<file path="config.mk">
export PLATFORM = sky130hd
export DESIGN_NAME = candidate_match_buf_flat
export DESIGN_NICKNAME = d
export VERILOG_FILES = /design/src/rtl/cm_pkg.sv /design/src/rtl/candidate_match_buf_if.sv /design/src/rtl/pipe_delay.sv /design/src/rtl/reg_array.sv /design/src/rtl/rr_arbiter.sv /design/src/rtl/candidate_match_buf.sv /design/src/flat_wrapper.sv
export SDC_FILE = /design/constraint.sdc
export NUM_CORES = 1
export LEC_CHECK = 0
export CORE_MARGIN = 5
export CORE_UTILIZATION = 40
export CTS_CLUSTER_DIAMETER = 100
export CTS_CLUSTER_SIZE = 30
export DETAILED_ROUTE_END_ITERATION = 16
export PLACE_DENSITY = 0.67
export SLEW_MARGIN = 5
export SYNTH_ARGS = -nofsm -noshare
export SYNTH_HDL_FRONTEND = slang
export SYNTH_SLANG_ARGS = --single-unit
</file>
<file path="constraint.sdc">
create_clock -name clk -period 2.6 [get_ports clk]
set_input_delay 0.52 -clock clk [delete_from_list [all_inputs] [get_ports clk]]
set_output_delay 0.52 -clock clk [all_outputs]
set_load 0.05 [all_outputs]
</file>
<file path="src/rtl/cm_pkg.sv">
`default_nettype none
// ============================================================================
// Module   : cm_pkg
// Brief    : Shared defaults, address typedef and clog2 helper for the
//            candidate-match buffer slice.
// Revision : 1.0
// ============================================================================
package cm_pkg;

    localparam int CM_DATA_W = 12;
    localparam int CM_ADDR_W = 5;
    localparam int CM_PAGE_W = 1;
    localparam int CM_TMUX   = 6;

    typedef struct packed {
        logic [CM_PAGE_W-1:0] page;
        logic [CM_ADDR_W-1:0] entry;
    } cm_addr_t;

    function automatic int clog2(input int value);
        int result;
        result = 0;
        for (int i = 0; i < 31; i++) begin
            if ((1 << i) < value) result = i + 1;
        end
        return result;
    endfunction

endpackage
`default_nettype wire

</file>
<file path="src/rtl/candidate_match_buf_if.sv">
`default_nettype none
// ============================================================================
// Module   : candidate_match_buf_if
// Brief    : Candidate input streams and random-access read port.
// Revision : 1.0
// ============================================================================
interface candidate_match_buf_if
    import cm_pkg::*;
#(
    parameter int DATA_W = CM_DATA_W,
    parameter int ADDR_W = CM_ADDR_W,
    parameter int PAGE_W = CM_PAGE_W,
    parameter int NIN    = 2
);
    logic [NIN*DATA_W-1:0]    din;
    logic [NIN-1:0]           din_valid;
    logic [NIN-1:0]           din_ready;
    logic [PAGE_W+ADDR_W-1:0] read_add;
    logic                     read_en;
    logic [DATA_W-1:0]        data_out;
    logic                     data_out_valid;

    modport master (
        output din, din_valid, read_add, read_en,
        input  din_ready, data_out, data_out_valid
    );

    modport slave (
        input  din, din_valid, read_add, read_en,
        output din_ready, data_out, data_out_valid
    );
endinterface
`default_nettype wire

</file>
<file path="src/rtl/pipe_delay.sv">
`default_nettype none
// ============================================================================
// Module   : pipe_delay
// Brief    : Single-bit delay line of DELAY clocks with async clear.
// Revision : 1.0
// ============================================================================
module pipe_delay #(
    parameter int DELAY = 6
) (
    input  logic clk,
    input  logic rst_n,
    input  logic d_i,
    output logic q_o
);
    logic [DELAY-1:0] pipe_q;

    generate
        if (DELAY == 1) begin : g_single
            always_ff @(posedge clk or negedge rst_n) begin
                if (!rst_n) pipe_q <= '0;
                else        pipe_q <= d_i;
            end
        end else begin : g_shift
            always_ff @(posedge clk or negedge rst_n) begin
                if (!rst_n) pipe_q <= '0;
                else        pipe_q <= {pipe_q[DELAY-2:0], d_i};
            end
        end
    endgenerate

    assign q_o = pipe_q[DELAY-1];
endmodule
`default_nettype wire

</file>
<file path="src/rtl/reg_array.sv">
`default_nettype none
// ============================================================================
// Module   : reg_array
// Brief    : Simple dual-port register array with registered read.
// Revision : 1.0
// ============================================================================
module reg_array #(
    parameter int DEPTH_W = 6,
    parameter int WIDTH   = 12
) (
    input  logic               clk,
    input  logic               rst_n,
    input  logic               we_i,
    input  logic [DEPTH_W-1:0] waddr_i,
    input  logic [WIDTH-1:0]   wdata_i,
    input  logic               re_i,
    input  logic [DEPTH_W-1:0] raddr_i,
    output logic [WIDTH-1:0]   rdata_o,
    output logic               rvalid_o
);
    logic [WIDTH-1:0] mem_q [0:(1<<DEPTH_W)-1];
    logic [WIDTH-1:0] rdata_q;
    logic             rvalid_q;

    // Contents survive reset; only the read register is cleared.
    always_ff @(posedge clk) begin
        if (we_i) mem_q[waddr_i] <= wdata_i;
    end

    always_ff @(posedge clk or negedge rst_n) begin
        if (!rst_n) begin
            rdata_q  <= '0;
            rvalid_q <= 1'b0;
        end else begin
            rvalid_q <= re_i;
            if (re_i) rdata_q <= mem_q[raddr_i];
        end
    end

    assign rdata_o  = rdata_q;
    assign rvalid_o = rvalid_q;
endmodule
`default_nettype wire

</file>
<file path="src/rtl/rr_arbiter.sv">
`default_nettype none
// ============================================================================
// Module   : rr_arbiter
// Brief    : Round-robin arbiter, one-hot grant searching upward from pointer.
// Revision : 1.0
// ============================================================================
module rr_arbiter #(
    parameter int NIN   = 2,
    parameter int PTR_W = 1
) (
    input  logic           clk,
    input  logic           rst_n,
    input  logic [NIN-1:0] req_i,
    output logic [NIN-1:0] grant_o,
    output logic           any_o
);
    logic [PTR_W-1:0] ptr_q, ptr_d;

    // Offset o from the pointer maps to channel c, wrapping once past NIN-1.
    always_comb begin
        grant_o = '0;
        any_o   = 1'b0;
        ptr_d   = ptr_q;
        for (int o = 0; o < NIN; o++) begin
            for (int c = 0; c < NIN; c++) begin
                if (!any_o && req_i[c] &&
                    ((int'(ptr_q) + o == c) || (int'(ptr_q) + o == c + NIN))) begin
                    grant_o[c] = 1'b1;
                    any_o      = 1'b1;
                    ptr_d      = (c == NIN - 1) ? '0 : PTR_W'(c + 1);
                end
            end
        end
    end

    always_ff @(posedge clk or negedge rst_n) begin
        if (!rst_n) ptr_q <= '0;
        else        ptr_q <= ptr_d;
    end
endmodule
`default_nettype wire

</file>
<file path="src/rtl/candidate_match_buf.sv">
`default_nettype none
// ============================================================================
// Module   : candidate_match_buf
// Brief    : Multi-channel, page-rotated candidate-match buffer with per-page
//            count/overflow reporting and random-access read of closed pages.
// Revision : 1.0
// ============================================================================
module candidate_match_buf
    import cm_pkg::*;
#(
    parameter int DATA_W = CM_DATA_W,
    parameter int ADDR_W = CM_ADDR_W,
    parameter int PAGE_W = CM_PAGE_W,
    parameter int NIN    = 2,
    parameter int TMUX   = CM_TMUX
) (
    input  logic                 clk,
    input  logic                 reset,
    input  logic                 start,
    output logic                 done,
    candidate_match_buf_if.slave bus,
    output logic [ADDR_W:0]      number_out,
    output logic                 number_valid,
    output logic                 overflow
);
    localparam int PTR_W  = (NIN > 1) ? clog2(NIN) : 1;
    localparam int MEM_AW = PAGE_W + ADDR_W;

    logic [NIN-1:0]    grant;
    logic              any_grant;
    logic              hs;
    logic              full;
    logic              we;
    logic [DATA_W-1:0] wdata;
    logic [MEM_AW-1:0] waddr;

    logic [PAGE_W-1:0] wr_page_q, wr_page_d;
    logic [ADDR_W:0]   wr_cnt_q, wr_cnt_d;
    logic [ADDR_W:0]   number_q, number_d;
    logic              ovf_q, ovf_d;
    logic              overflow_q, overflow_d;
    logic              nvalid_q;

    rr_arbiter #(
        .NIN   (NIN),
        .PTR_W (PTR_W)
    ) u_arb (
        .clk     (clk),
        .rst_n   (reset),
        .req_i   (bus.din_valid),
        .grant_o (grant),
        .any_o   (any_grant)
    );

    // Grants are suppressed while reset is held so nothing handshakes.
    assign bus.din_ready = grant & {NIN{reset}};
    assign hs            = any_grant & reset;
    assign full          = wr_cnt_q[ADDR_W];

    always_comb begin
        wdata = '0;
        for (int c = 0; c < NIN; c++) begin
            if (grant[c]) wdata = bus.din[c*DATA_W +: DATA_W];
        end
    end

    always_comb begin
        wr_page_d  = wr_page_q;
        wr_cnt_d   = wr_cnt_q;
        ovf_d      = ovf_q;
        number_d   = number_q;
        overflow_d = overflow_q;
        we         = 1'b0;
        waddr      = {wr_page_q, wr_cnt_q[ADDR_W-1:0]};
        if (start) begin
            number_d   = wr_cnt_q;
            overflow_d = ovf_q;
            wr_page_d  = wr_page_q + 1'b1;
            ovf_d      = 1'b0;
            wr_cnt_d   = {{ADDR_W{1'b0}}, hs};
            // A word arriving with start lands in entry 0 of the new page.
            we         = hs;
            waddr      = {wr_page_d, {ADDR_W{1'b0}}};
        end else if (hs) begin
            if (full) begin
                ovf_d = 1'b1;
            end else begin
                we       = 1'b1;
                wr_cnt_d = wr_cnt_q + 1'b1;
            end
        end
    end

    always_ff @(posedge clk or negedge reset) begin
        if (!reset) begin
            wr_page_q  <= '1;
            wr_cnt_q   <= '0;
            ovf_q      <= 1'b0;
            number_q   <= '0;
            overflow_q <= 1'b0;
            nvalid_q   <= 1'b0;
        end else begin
            wr_page_q  <= wr_page_d;
            wr_cnt_q   <= wr_cnt_d;
            ovf_q      <= ovf_d;
            number_q   <= number_d;
            overflow_q <= overflow_d;
            nvalid_q   <= start;
        end
    end

    assign number_out   = number_q;
    assign overflow     = overflow_q;
    assign number_valid = nvalid_q;

    reg_array #(
        .DEPTH_W (MEM_AW),
        .WIDTH   (DATA_W)
    ) u_mem (
        .clk      (clk),
        .rst_n    (reset),
        .we_i     (we),
        .waddr_i  (waddr),
        .wdata_i  (wdata),
        .re_i     (bus.read_en),
        .raddr_i  (bus.read_add),
        .rdata_o  (bus.data_out),
        .rvalid_o (bus.data_out_valid)
    );

    pipe_delay #(
        .DELAY (TMUX)
    ) u_done (
        .clk   (clk),
        .rst_n (reset),
        .d_i   (start),
        .q_o   (done)
    );
endmodule
`default_nettype wire
</file>
<file path="src/flat_wrapper.sv">
// flat-port wrapper written by rule: the top's interface ports become plain ports
module candidate_match_buf_flat import cm_pkg::*;
#(
    parameter int DATA_W = CM_DATA_W,
    parameter int ADDR_W = CM_ADDR_W,
    parameter int PAGE_W = CM_PAGE_W,
    parameter int NIN    = 2,
    parameter int TMUX   = CM_TMUX
)
  (clk, reset, start, done, number_out, number_valid, overflow, bus_din, bus_din_valid, bus_read_add, bus_read_en, bus_din_ready, bus_data_out, bus_data_out_valid);
  candidate_match_buf_if #(.DATA_W(DATA_W), .ADDR_W(ADDR_W), .PAGE_W(PAGE_W), .NIN(NIN)) bus_i ();
  input  logic clk;
  input  logic reset;
  input  logic start;
  output logic done;
  output logic [ADDR_W:0] number_out;
  output logic number_valid;
  output logic overflow;
  input wire logic [$bits(bus_i.din)-1:0] bus_din;
  input wire logic [$bits(bus_i.din_valid)-1:0] bus_din_valid;
  input wire logic [$bits(bus_i.read_add)-1:0] bus_read_add;
  input wire logic [$bits(bus_i.read_en)-1:0] bus_read_en;
  output wire logic [$bits(bus_i.din_ready)-1:0] bus_din_ready;
  output wire logic [$bits(bus_i.data_out)-1:0] bus_data_out;
  output wire logic [$bits(bus_i.data_out_valid)-1:0] bus_data_out_valid;
  assign bus_i.din = bus_din;
  assign bus_i.din_valid = bus_din_valid;
  assign bus_i.read_add = bus_read_add;
  assign bus_i.read_en = bus_read_en;
  assign bus_din_ready = bus_i.din_ready;
  assign bus_data_out = bus_i.data_out;
  assign bus_data_out_valid = bus_i.data_out_valid;
  candidate_match_buf #(.DATA_W(DATA_W), .ADDR_W(ADDR_W), .PAGE_W(PAGE_W), .NIN(NIN), .TMUX(TMUX)) u_core (.clk(clk), .reset(reset), .start(start), .done(done), .bus(bus_i), .number_out(number_out), .number_valid(number_valid), .overflow(overflow));
endmodule
</file>
# Word-level counts from Yosys, hierarchy flattened
# Memories as Yosys holds them, arrays and structs flattened. A register that Yosys moved wholly into a read port is not among the register bits.
# Index checks and enable logic that the tools add are counted.
dict set report totals {
  ff_bits 24
  input_bits 36
  ramBits 768
  n_memories 1
  output_inout_bits 24
  word_cells 65
}
dict set report classes {
  n_reduce_logical 20
  n_bitwise 2
  addsub 3
  n_eq_ne 4
  mux 25
}
# name words width read_ports rd_ports_with_merged_regs wr line_no
set mem_list {}
lappend mem_list {u_core.u_mem.mem_q 64 12 1 1 1 reg_array.sv:21} ;# logic [WIDTH-1:0] mem_q [0:(1<<DEPTH_W)-1];
# op n
set op_table {}
lappend op_table {{logical NOT 32 bit} 2}
lappend op_table {{== test 32 x 2 -> 1 bit (second input constant)} 1}
lappend op_table {{== test 32 x 3 -> 1 bit (second input constant)} 1}
lappend op_table {{2-to-1 mux 12 bit} 2}
lappend op_table {{2-to-1 mux 6 bit} 4}
lappend op_table {{2-to-1 mux 1 bit} 19}
lappend op_table {{logical AND 1 bit} 7}
lappend op_table {{adder 6 x 1 -> 6 bit (second input constant)} 1}
lappend op_table {{logical NOT 1 bit} 4}
lappend op_table {{AND reduction 2 bit} 2}
lappend op_table {{nonzero test 2 bit} 2}
lappend op_table {{nonzero test 4 bit} 1}
lappend op_table {{adder 1 x 1 -> 2 bit (second input constant)} 1}
lappend op_table {{bitwise AND 2 bit} 1}
lappend op_table {{== test 2 bit (second input constant)} 1}
lappend op_table {{logical OR 1 bit} 2}
lappend op_table {{!= test 2 bit (second input constant)} 1}
lappend op_table {{adder 1 bit (second input constant)} 1}
lappend op_table {{bitwise AND 1 bit} 1}

# Depth between registers and ports, before layout
# Gate-level depths: netlist (run 1).
dict set report logic_depth {
  word_depth 20
  ltp_mapped 9
  mapped_depth_nobuf 5
}

# Hierarchy
# From an unflattened synthesis (run 1), not the netlist that was laid out.
dict set report unflattened {
  hier_cells 1445
  hier_area_um2 31197.4
}
# module area_per_inst_um2 n_inst seq_area_each_um2 cells_per_inst
set by_module_without_submodules {}
lappend by_module_without_submodules {reg_array 30148.9 1 23387.4 1356}
lappend by_module_without_submodules {candidate_match_buf 839.6 1 401.6 76}
lappend by_module_without_submodules {pipe_delay 150.1 1 150.1 6}
lappend by_module_without_submodules {rr_arbiter 58.8 1 25.0 7}

# Least setup slack after synthesis (run 1)
# No wires, ideal clock.
dict set report synth_path {
  path_type {in2reg}
  from {input port bus_din_valid[0]}
  to {memory u_core.u_mem.mem_q[41][0] (enable)}
  stages 5
  path_slack_ps -345
  setup_ps 412
  t_required_ps 2188
  path_buffers 1
  arrival_time_ps 2532
  path_cell_list {o21ai_0 clkbuf_1 nor3_1 nand4b_1 nor4_1}
}
dict set report synth_via {
  elab_chain_len 19
}
# element line_no
set synth_lines {}
lappend synth_lines {{from (decl)} flat_wrapper.sv:20} ;# input wire logic [$bits(bus_i.din_valid)-1:0] bus_din_valid;
lappend synth_lines {{logical AND 1 bit} rr_arbiter.sv:26} ;# if (!any_o && req_i[c] &&
lappend synth_lines {{2-to-1 mux 1 bit} rr_arbiter.sv:26}
lappend synth_lines {{logical NOT 1 bit} rr_arbiter.sv:26}
lappend synth_lines {{logical AND 1 bit (2 in a row)} rr_arbiter.sv:26}
lappend synth_lines {{2-to-1 mux 1 bit} rr_arbiter.sv:26}
lappend synth_lines {{logical NOT 1 bit} rr_arbiter.sv:26}
lappend synth_lines {{logical AND 1 bit (2 in a row)} rr_arbiter.sv:26}
lappend synth_lines {{2-to-1 mux 1 bit *} rr_arbiter.sv:26}
lappend synth_lines {{logical NOT 1 bit} rr_arbiter.sv:26}
lappend synth_lines {{logical AND 1 bit (2 in a row)} rr_arbiter.sv:26}
lappend synth_lines {{2-to-1 mux 1 bit *} rr_arbiter.sv:26}
lappend synth_lines {{bitwise AND 1 bit *} candidate_match_buf.sv:57} ;# assign hs = any_grant & reset;
lappend synth_lines {{2-to-1 mux 1 bit} candidate_match_buf.sv:84} ;# end else if (hs) begin
lappend synth_lines {{2-to-1 mux 1 bit *} candidate_match_buf.sv:75} ;# if (start) begin
lappend synth_lines {{2-to-1 mux 1 bit *} reg_array.sv:27} ;# if (we_i) mem_q[waddr_i] <= wdata_i;
lappend synth_lines {{2-to-1 mux 1 bit (not written as such) *} reg_array.sv:27}
lappend synth_lines {{to (decl)} reg_array.sv:21}
# Every way passes the cells marked *; elsewhere a longest branch is shown, timed or not.

# Worst setup path after layout (run 1)
dict set report layout_path {
  from {register u_core.u_mem.rdata_q[9] (netlist: u_core.u_mem.rdata_o[9]), read port of u_core.u_mem.mem_q}
  to {output port bus_data_out[9]}
}
# element line_no
set layout_lines {}
lappend layout_lines {{from (decl)} reg_array.sv:22} ;# logic [WIDTH-1:0] rdata_q;
lappend layout_lines {{to (decl)} flat_wrapper.sv:24} ;# output wire logic [$bits(bus_i.data_out)-1:0] bus_data_out;
# No word-level cell between the ends.

==> flow_summary.json, run 1 <==
{
  "status": "finished clean",
  "maxCapViolCount": 0,
  "numPortBuffers": 59,
  "cts_buffer_depth": 3,
  "firstDrtPassIters": 5,
  "holdPathEnd": "u_core.u_done.pipe_q[5]",
  "yosysTopAreaCell": "edfxtp_1",
  "worst_hold_slack_ns": 0.3543,
  "use_met3": 0.04052,
  "slowest_stage": "clkdlybuf4s50_1",
  "drt-wirelength-per-cell_um": 26.09,
  "place_area_um2": 34720,
  "syn_to_final_growth_pct": 14.30,
  "cp-start-kind": "register",
  "cts_tree": "built",
  "synthTopCellsByCount": "768 x edfxtp_1, 180 x mux4_2, 86 x nor2_1",
  "die_x_um": 289.1,
  "grt.overflow.total": 0,
  "synth_edf_count": 768,
  "cts-buffers-inserted": 30,
  "critPathBufInv": 1,
  "antenna_found_initial": 0,
  "cts.sinks": 803,
  "period_share": 0.9396,
  "cts_setup_buffers": 0,
  "crit_chain": "clkdlybuf4s50_1",
  "holdPathStages": 0,
  "yosysMostFrequentCell": "edfxtp_1",
  "critPathMaxStageDelay_ns": 0.85,
  "fin_nets": 1706,
  "wirelength_um": 71320,
  "viasPerCell": 5.543,
  "dieArea_um2": 83600,
  "dp_hpwl_um": 45280,
  "critPathKind": "reg2out",
  "syn_inst": 1440,
  "synthArstFlopShare": 0.04359,
  "cts-root-buf": "clkbuf_16",
  "cp.required_ns": 2.08,
  "busiest_layer": "met2",
  "ys_top_cells_by_area": "edfxtp_1 74%, mux4_2 13%, dfrtp_1 2.7%, mux2_2 1.8%, mux2i_1 1.5%",
  "worstReg2RegStart": "u_core.wr_cnt_q[2]",
  "drc": 0,
  "fp.coreArea_um2": 77340,
  "grt_max_degree": 65,
  "die_h_um": 289.1,
  "synth_ff_type": "edfxtp_1",
  "syn_area_um2": 31170,
  "num_vias": 15150,
  "n_antenna_cell": 0,
  "drive_gt1_frac": 0.3083,
  "final_util": 0.4606,
  "min_path_type": "reg2reg",
  "h-tree-depth": 1,
  "p_leak_uw": 0.01144,
  "tightest_slew_ns": 1.181,
  "syn-num-nets": 1477,
  "cp_top_family": "buffers and inverters",
  "path_clk_slew_ns": 0.11,
  "ys_warn_count": 0,
  "cp-end-kind": "output port",
  "netlist-cell-type-count": 44,
  "grtUsageMet2": 0.2695,
  "rrSetupSlack_ns": 0.26,
  "place_congestion": 0.8588,
  "ir_drop_mv": 0.4487,
  "row_count": 102,
  "r2r_cells": 5,
  "syn_area_per_cell_um2": 21.64,
  "grt_pass1_vias": 15660,
  "max_freq_ghz": 0.4093,
  "hold_path_startpoint": "u_core.u_done.pipe_q[4]",
  "clk_latency_ns": 0.63,
  "fin_skew_ns": 0.01288,
  "tns_ns": 0,
  "synth-seq-cells": 803,
  "drv_slew": 0,
  "grt_pass1_wl_um": 105100,
  "use_met1": 0.2462,
  "stdcell_area_um2": 35620,
  "rsz0062_at_grt": "no",
  "worstPathArrival_ns": 1.92,
  "synth.top_cell.area_share": 0.7400,
  "ant_nets": 0,
  "grt_usage": 0.1695,
  "fin_crit_ns": 2.443,
  "hold_viol_final": 0,
  "crit_fanout": 2,
  "worst_r2r_endpoint": "u_core.u_mem.mem_q[60][4]",
  "ys_seq_area_frac": 0.7681,
  "start_util": 0.4030,
  "setup_viol": 0,
  "power_density_nw_per_um2": 637.2,
  "io_pins": 60,
  "drt_iter0_markers": 1471,
  "max_slew_margin": 0.2101
}
sequential cells by signal, indices dropped and copies added, names as in the netlist:
register               count
u_core.u_arb.ptr_q         1
u_core.overflow            1
u_core.wr_page_q           1
u_core.wr_cnt_q            6
u_core.u_mem.rdata_o      12
u_core.number_out          6
u_core.u_mem.mem_q       768
u_core.u_mem.rvalid_o      1
u_core.ovf_q               1
u_core.u_done.pipe_q       6
where the power goes:
group | leakage (uW) | total (uW) | switching, uW | internal [uW]
logic | 0.00360 | 2200 | 1360 | 839
clock network | 0.000425 | 5950 | 3610 | 2340
registers | 0.00742 | 14500 | 78.0 | 14500
kinds of logic (layout without fill, tap and decap cells):
group | Yosys count | count (layout) | share of synthesized area
and+or+nand+nor | 143 | 143 | 0.02140
muxes | 283 | 283 | 0.1658
xor gates and xnor gates | 4 | 4 | 0.001124
adders and majority gates | 1 | 1 | 0.0004014
buffers and inverters | 85 | 338 | 0.01485
AOI/OAI and AO/OA | 121 | 121 | 0.02826
DFF | 803 | 803 | 0.7681
through the flow:
stage | cells | worst slack, ns | power (uW)
floorplan | 1440 | 0.1046 | 15970
global placement | 2676 | -0.3017 | 17010
detailed placement | 2676 | -0.3088 | 17050
CTS | 2733 | 0.02396 | 22880
global route | 2733 | 0.01622 | 23470
finish | 2733 | 0.1570 | 22700
layout by cell type (no fill, tap or decap), types with 25 or more instances in the layout:
| cell type | count |
|---|---|
| mux2_2 | 51 |
| o22ai_1 | 25 |
| buf_4 | 187 |
| dfrtp_1 | 34 |
| edfxtp_1 | 768 |
| a21oi_1 | 28 |
| nor2_1 | 86 |
| buf_12 | 35 |
| clkdlybuf4s50_1 | 53 |
| mux2i_1 | 48 |
| clkbuf_16 | 32 |
| mux4_2 | 180 |
worst max path at each step:
stage          slack [ns]                        end                     from  cells after the start
4_1_cts              0.02           bus_din_ready[0]                    reset                      5
3_5_place_dp        -0.31  u_core.u_mem.mem_q[60][6]                    start                      7
2_1_floorplan        0.10  u_core.u_mem.mem_q[60][0]                    start                      4
6_report             0.16            bus_data_out[9]  u_core.u_mem.rdata_o[9]                      1
5_1_grt              0.02  u_core.u_mem.mem_q[32][9]       u_core.wr_cnt_q[2]                      3
3_3_place_gp        -0.30   u_core.u_mem.mem_q[4][3]                    start                      7
final cells by class:
type                    count  area (um2)
clock buffers              55       887.1
clock inverters             1       5.005
fillers                  6459       41720
inverters                   2       7.507
multi-input cells         552        6790
flip-flops and latches    803       23940
well taps                1040        1301
repair buffers            280        2691
metal layers:
metal,up-vias,share of wire,wire length [um]
met2,594,0.47,33870
met1,8046,0.42,29920
met3,71,0.089,6329
met5,-,0,0
li1,6437,-,-
met4,0,0.017,1192
repair_timing:
item,CTS,global route
hold endpoints to repair,34,0
endpoints found under the setup margin,0,2
resized for setup,0,1
hold buffers,1,0
No activity file was read; power rests on OpenSTA's default activity.
==> inputs of run 2 (changes only) <==
--- a/config.mk
+++ b/config.mk
@@ -11,7 +11,7 @@
 export CTS_CLUSTER_SIZE = 30
 export DETAILED_ROUTE_END_ITERATION = 16
 export PLACE_DENSITY = 0.67
-export SLEW_MARGIN = 5
+export SLEW_MARGIN = 20
 export SYNTH_ARGS = -nofsm -noshare
 export SYNTH_HDL_FRONTEND = slang
 export SYNTH_SLANG_ARGS = --single-unit
==> flow_summary.json, run 2 (synthesis results as in run 1) <==
{
  "fin_skew_ns": 0.01424,
  "drt-wirelength-per-cell_um": 26.10,
  "layout_common_cells": "768 x edfxtp_1, 187 x buf_4, 180 x mux4_2",
  "min_path_type": "reg2reg",
  "fin_nets": 1706,
  "rsz0062_at_grt": "no",
  "cts_buffer_depth": 3,
  "largest_register": "u_core.u_mem.mem_q",
  "die_x_um": 289.1,
  "crit_fanout": 2,
  "dpl.cell_count": 2676,
  "hold_viol_final": 0,
  "status": "finished clean",
  "h-tree-depth": 1,
  "fp.coreArea_um2": 77340,
  "firstDrtPassIters": 6,
  "maxCapViolCount": 0,
  "cts_tree": "built",
  "grt_pass1_wl_um": 105100,
  "stdcell_area_um2": 35630,
  "max_freq_ghz": 0.4097,
  "critPathKind": "reg2out",
  "cts.sinks": 803,
  "wirelength_um": 71360,
  "drt_iter0_markers": 1575,
  "row_count": 102,
  "worst_hold_slack_ns": 0.3539,
  "path_clk_slew_ns": 0.12,
  "largest_register_ffs": 768,
  "worstPathArrival_ns": 1.92,
  "grt_max_degree": 65,
  "fillers": 6457,
  "cp.required_ns": 2.08,
  "num_vias": 15190,
  "die_h_um": 289.1,
  "crit_chain": "clkdlybuf4s50_1",
  "cp_top_family": "buffers and inverters",
  "max_slew_margin": 0.5116,
  "syn_to_final_growth_pct": 14.32,
  "slowest_stage": "clkdlybuf4s50_1",
  "grt.overflow.total": 0,
  "antenna_found_initial": 0,
  "ir_drop_mv": 0.4480,
  "cp-end-kind": "output port",
  "start_util": 0.4030,
  "tightest_slew_ns": 0.7318,
  "p_leak_uw": 0.01144,
  "grt_usage": 0.1695,
  "period_share": 0.9389,
  "critPathMaxStageDelay_ns": 0.84,
  "layout_commonest_cell": "edfxtp_1",
  "critPathBufInv": 1,
  "power_density_nw_per_um2": 637.5,
  "setup_viol": 0,
  "fin_crit_ns": 2.441,
  "viasPerCell": 5.557,
  "cp-start-kind": "register",
  "drc": 0,
  "io_pins": 60,
  "dp_hpwl_um": 45280,
  "numPortBuffers": 59,
  "dieArea_um2": 83600,
  "place_area_um2": 34720,
  "fin_cells": 2734,
  "cts-root-buf": "clkbuf_16",
  "cts-buffers-inserted": 30,
  "drv_slew": 0,
  "clk_latency_ns": 0.63,
  "drive_gt1_frac": 0.3095,
  "place_congestion": 0.8588,
  "ant_nets": 0,
  "grt_pass1_vias": 15660
}
==> run 2: cell types whose count changed in the layout (fill, tap and decap cells not counted) <==
cell / delta
diode_2: +1
nor2_1: -2
nor2_2: +2
==> run 2: repair_timing <==
action	CTS	global route
buffers inserted	0	0
hold buffers	1	0
setup endpoints to repair	0	2
hold endpoints to repair	34	0
resized for setup	0	1
==> run 2: layer usage <==
metal  vias up  GRT usage  share of wire
met3        70    0.04052          0.086
met1      8127     0.2462           0.42
met4         0    0.02700          0.017
met5         -          0              0
li1       6442          -              -
met2       555     0.2695           0.47
==> run 2: layout make-up <==
class,instances,area [um2],area share
Clock inverter,1,5.005,0.0001405
Timing Repair Buffer,280,2691,0.07554
Clock buffer,55,887.1,0.02490
Sequential cell,803,23940,0.6719
Multi-Input combinational cell,552,6795,0.1907
Tap cell,1040,1301,0.03652
Inverter,2,7.507,0.0002107
Antenna cell,1,2.502,0.00007023
==> run 2: final timing paths <==
path	endpoint	from	cells past startpoint	slack (ns)
hold / removal	u_core.u_done.pipe_q[5]	u_core.u_done.pipe_q[4]	0	0.35
setup reg to reg	u_core.u_mem.mem_q[60][1]	u_core.wr_cnt_q[2]	5	0.26
min in group asynchronous	u_core.number_out[1]	reset	3	0.45
setup / recovery	bus_data_out[11]	u_core.u_mem.rdata_o[11]	1	0.16
max in group asynchronous	u_core.wr_page_q	reset	3	1.83
hold reg to reg	u_core.u_done.pipe_q[5]	u_core.u_done.pipe_q[4]	0	0.35
==> run 2: through the flow <==
| step | TNS (ns) | worst slack [ns] | total power [uW] | util |
|---|---|---|---|---|
| 2_1_floorplan | 0 | 0.1046 | 15970 | - |
| 3_3_place_gp | -120.43 | -0.3017 | 17010 | 0.4489 |
| 3_5_place_dp | -115.96 | -0.3088 | 17050 | 0.4489 |
| 4_1_cts | 0 | 0.02396 | 22880 | 0.4605 |
| 5_1_grt | 0 | 0.06765 | 23470 | 0.4607 |
| 6_report | 0 | 0.1589 | 22710 | 0.4607 |
==> run 2: where the power goes <==
group	switching, uW	leakage [uW]	internal (uW)
combinational	1360	0.00360	840
clock	3620	0.000425	2340
sequential	77.7	0.00742	14500
total	5060	0.0114	17600
==> inputs of run 3 (changes only) <==
--- a/config.mk
+++ b/config.mk
@@ -8,7 +8,6 @@
 export CORE_MARGIN = 5
 export CORE_UTILIZATION = 40
 export CTS_CLUSTER_DIAMETER = 100
-export CTS_CLUSTER_SIZE = 30
 export DETAILED_ROUTE_END_ITERATION = 16
 export PLACE_DENSITY = 0.67
 export SLEW_MARGIN = 20
==> flow_summary.json, run 3 (synthesis results as in run 1) <==
{
  "status": "finished clean",
  "cp-start-kind": "input pin",
  "grt_usage": 0.1760,
  "grt.overflow.total": 0,
  "place_congestion": 0.8588,
  "place_area_um2": 34720,
  "p_leak_uw": 0.01229,
  "grt_max_degree": 65,
  "worstPathArrival_ns": 2.75,
  "rsz0062_at_grt": "no",
  "crit_fanout": 7,
  "num_vias": 15610,
  "firstDrtPassIters": 5,
  "maxCapViolCount": 0,
  "start_util": 0.4030,
  "drive_gt1_frac": 0.3423,
  "cts.sinks": 803,
  "ir_drop_mv": 0.3924,
  "fin_nets": 1755,
  "cts-root-buf": "clkbuf_16",
  "antenna_found_initial": 0,
  "ant_nets": 0,
  "clk_latency_ns": 0.62,
  "drt-wirelength-per-cell_um": 26.01,
  "io_pins": 60,
  "dieArea_um2": 83600,
  "cts_buffer_depth": 3,
  "holdPathStages": 0,
  "largest_register": "u_core.u_mem.mem_q",
  "die_h_um": 289.1,
  "cp-end-kind": "register",
  "tightest_slew_ns": 0.7581,
  "path_clk_slew_ns": 0.06,
  "grt_pass1_wl_um": 108100,
  "place_ws_ns": -0.3088,
  "cp.required_ns": 2.92,
  "setup_viol": 0,
  "power_density_nw_per_um2": 753.3,
  "max_freq_ghz": 0.4117,
  "drv_slew": 0,
  "fin_skew_ns": 0.01737,
  "fin_crit_ns": 2.429,
  "syn_to_final_growth_pct": 19.75,
  "die_x_um": 289.1,
  "r2r_cells": 5,
  "largest_register_ffs": 768,
  "stdcell_area_um2": 37320,
  "layout_commonest_cell": "edfxtp_1",
  "drc": 0,
  "cts_tree": "built",
  "drt_iter0_markers": 1660,
  "layout_setup_ws_ns": 0.1710,
  "period_share": 0.9342,
  "critPathKind": "in2reg",
  "cts-buffers-inserted": 79,
  "layout_common_cells": "768 x edfxtp_1, 187 x buf_4, 180 x mux4_2",
  "h-tree-depth": 3,
  "n_antenna_cell": 0,
  "dp_hpwl_um": 45280,
  "fp.coreArea_um2": 77340,
  "numPortBuffers": 59,
  "hold_viol_final": 0,
  "min_path_type": "reg2reg",
  "max_slew_margin": 0.4941,
  "grt_pass1_vias": 16160,
  "wirelength_um": 73400,
  "viasPerCell": 5.533,
  "row_count": 102
}
-- run 3: cell count changes in the layout (fill, tap and decap cells not counted), sizes merged --
cell      delta
diode        -1
bufinv       +7
clkbuf      +46
clkinvlp     +3
inv          +4
clkinv      +29
-- run 3: worst max-delay path, stage by stage --
cell and delay (ns):
dlygate4sd3_1 0.51, buf_2 0.12, o21ai_0 0.12, buf_4 0.17, buf_4 0.15, or4_1 0.49, buf_4 0.22, nor2_1 0.22
buf_4 0.20
-- run 3: where the power goes --
group	internal, uW	switching (uW)	leakage (uW)
clock	6650	4690	0.00127
sequential	14500	78.3	0.00742
combinational	840	1360	0.00360
-- run 3: cell type report --
class	count	area (um2)
multi-input combinational	552	6795
timing repair buffer	280	2691
clock buffer	101	2185
inverter	2	7.507
clock inverter	44	402.9
sequential	803	23940
tap	1040	1301
fill	6292	40020
-- run 3: layer usage --
metal  track usage  share of wire
met2        0.2755           0.47
met3       0.04894          0.092
met1        0.2503           0.42
met5             0              0
met4       0.03829          0.021
-- run 3: path summary, 6_finish.rpt --
path,from,slack [ns],to
setup / recovery,reset,0.17,u_core.u_mem.mem_q[14][5]
hold / removal,u_core.u_done.pipe_q[1],0.36,u_core.u_done.pipe_q[2]
setup reg to reg,u_core.wr_cnt_q[2],0.24,u_core.u_mem.mem_q[10][0]
hold reg to reg,u_core.u_done.pipe_q[1],0.36,u_core.u_done.pipe_q[2]
max in group asynchronous,reset,1.81,u_core.wr_page_q
min in group asynchronous,reset,0.47,u_core.u_done.pipe_q[0]
-- run 3: per-stage QoR --
stage	cells	total power, uW	hold WS, ns	util	setup TNS (ns)
after global routing	2822	29020	0.3714	0.4826	0
final	2822	28110	0.3560	0.4826	0
after floorplan	1440	15970	0.2244	-	0
after detailed placement	2676	17050	0.3363	0.4489	-115.96
after global placement	2676	17010	0.3363	0.4489	-120.43
after CTS	2822	28330	0.3565	0.4825	0
-- run 3: repair_timing --
item | 4_1_cts | 5_1_grt
setup endpoints to repair | 0 | 2
endpoints found under the hold margin | 19 | 0
hold buffers | 1 | 0
setup buffers | 0 | 0
resized for setup | 0 | 1
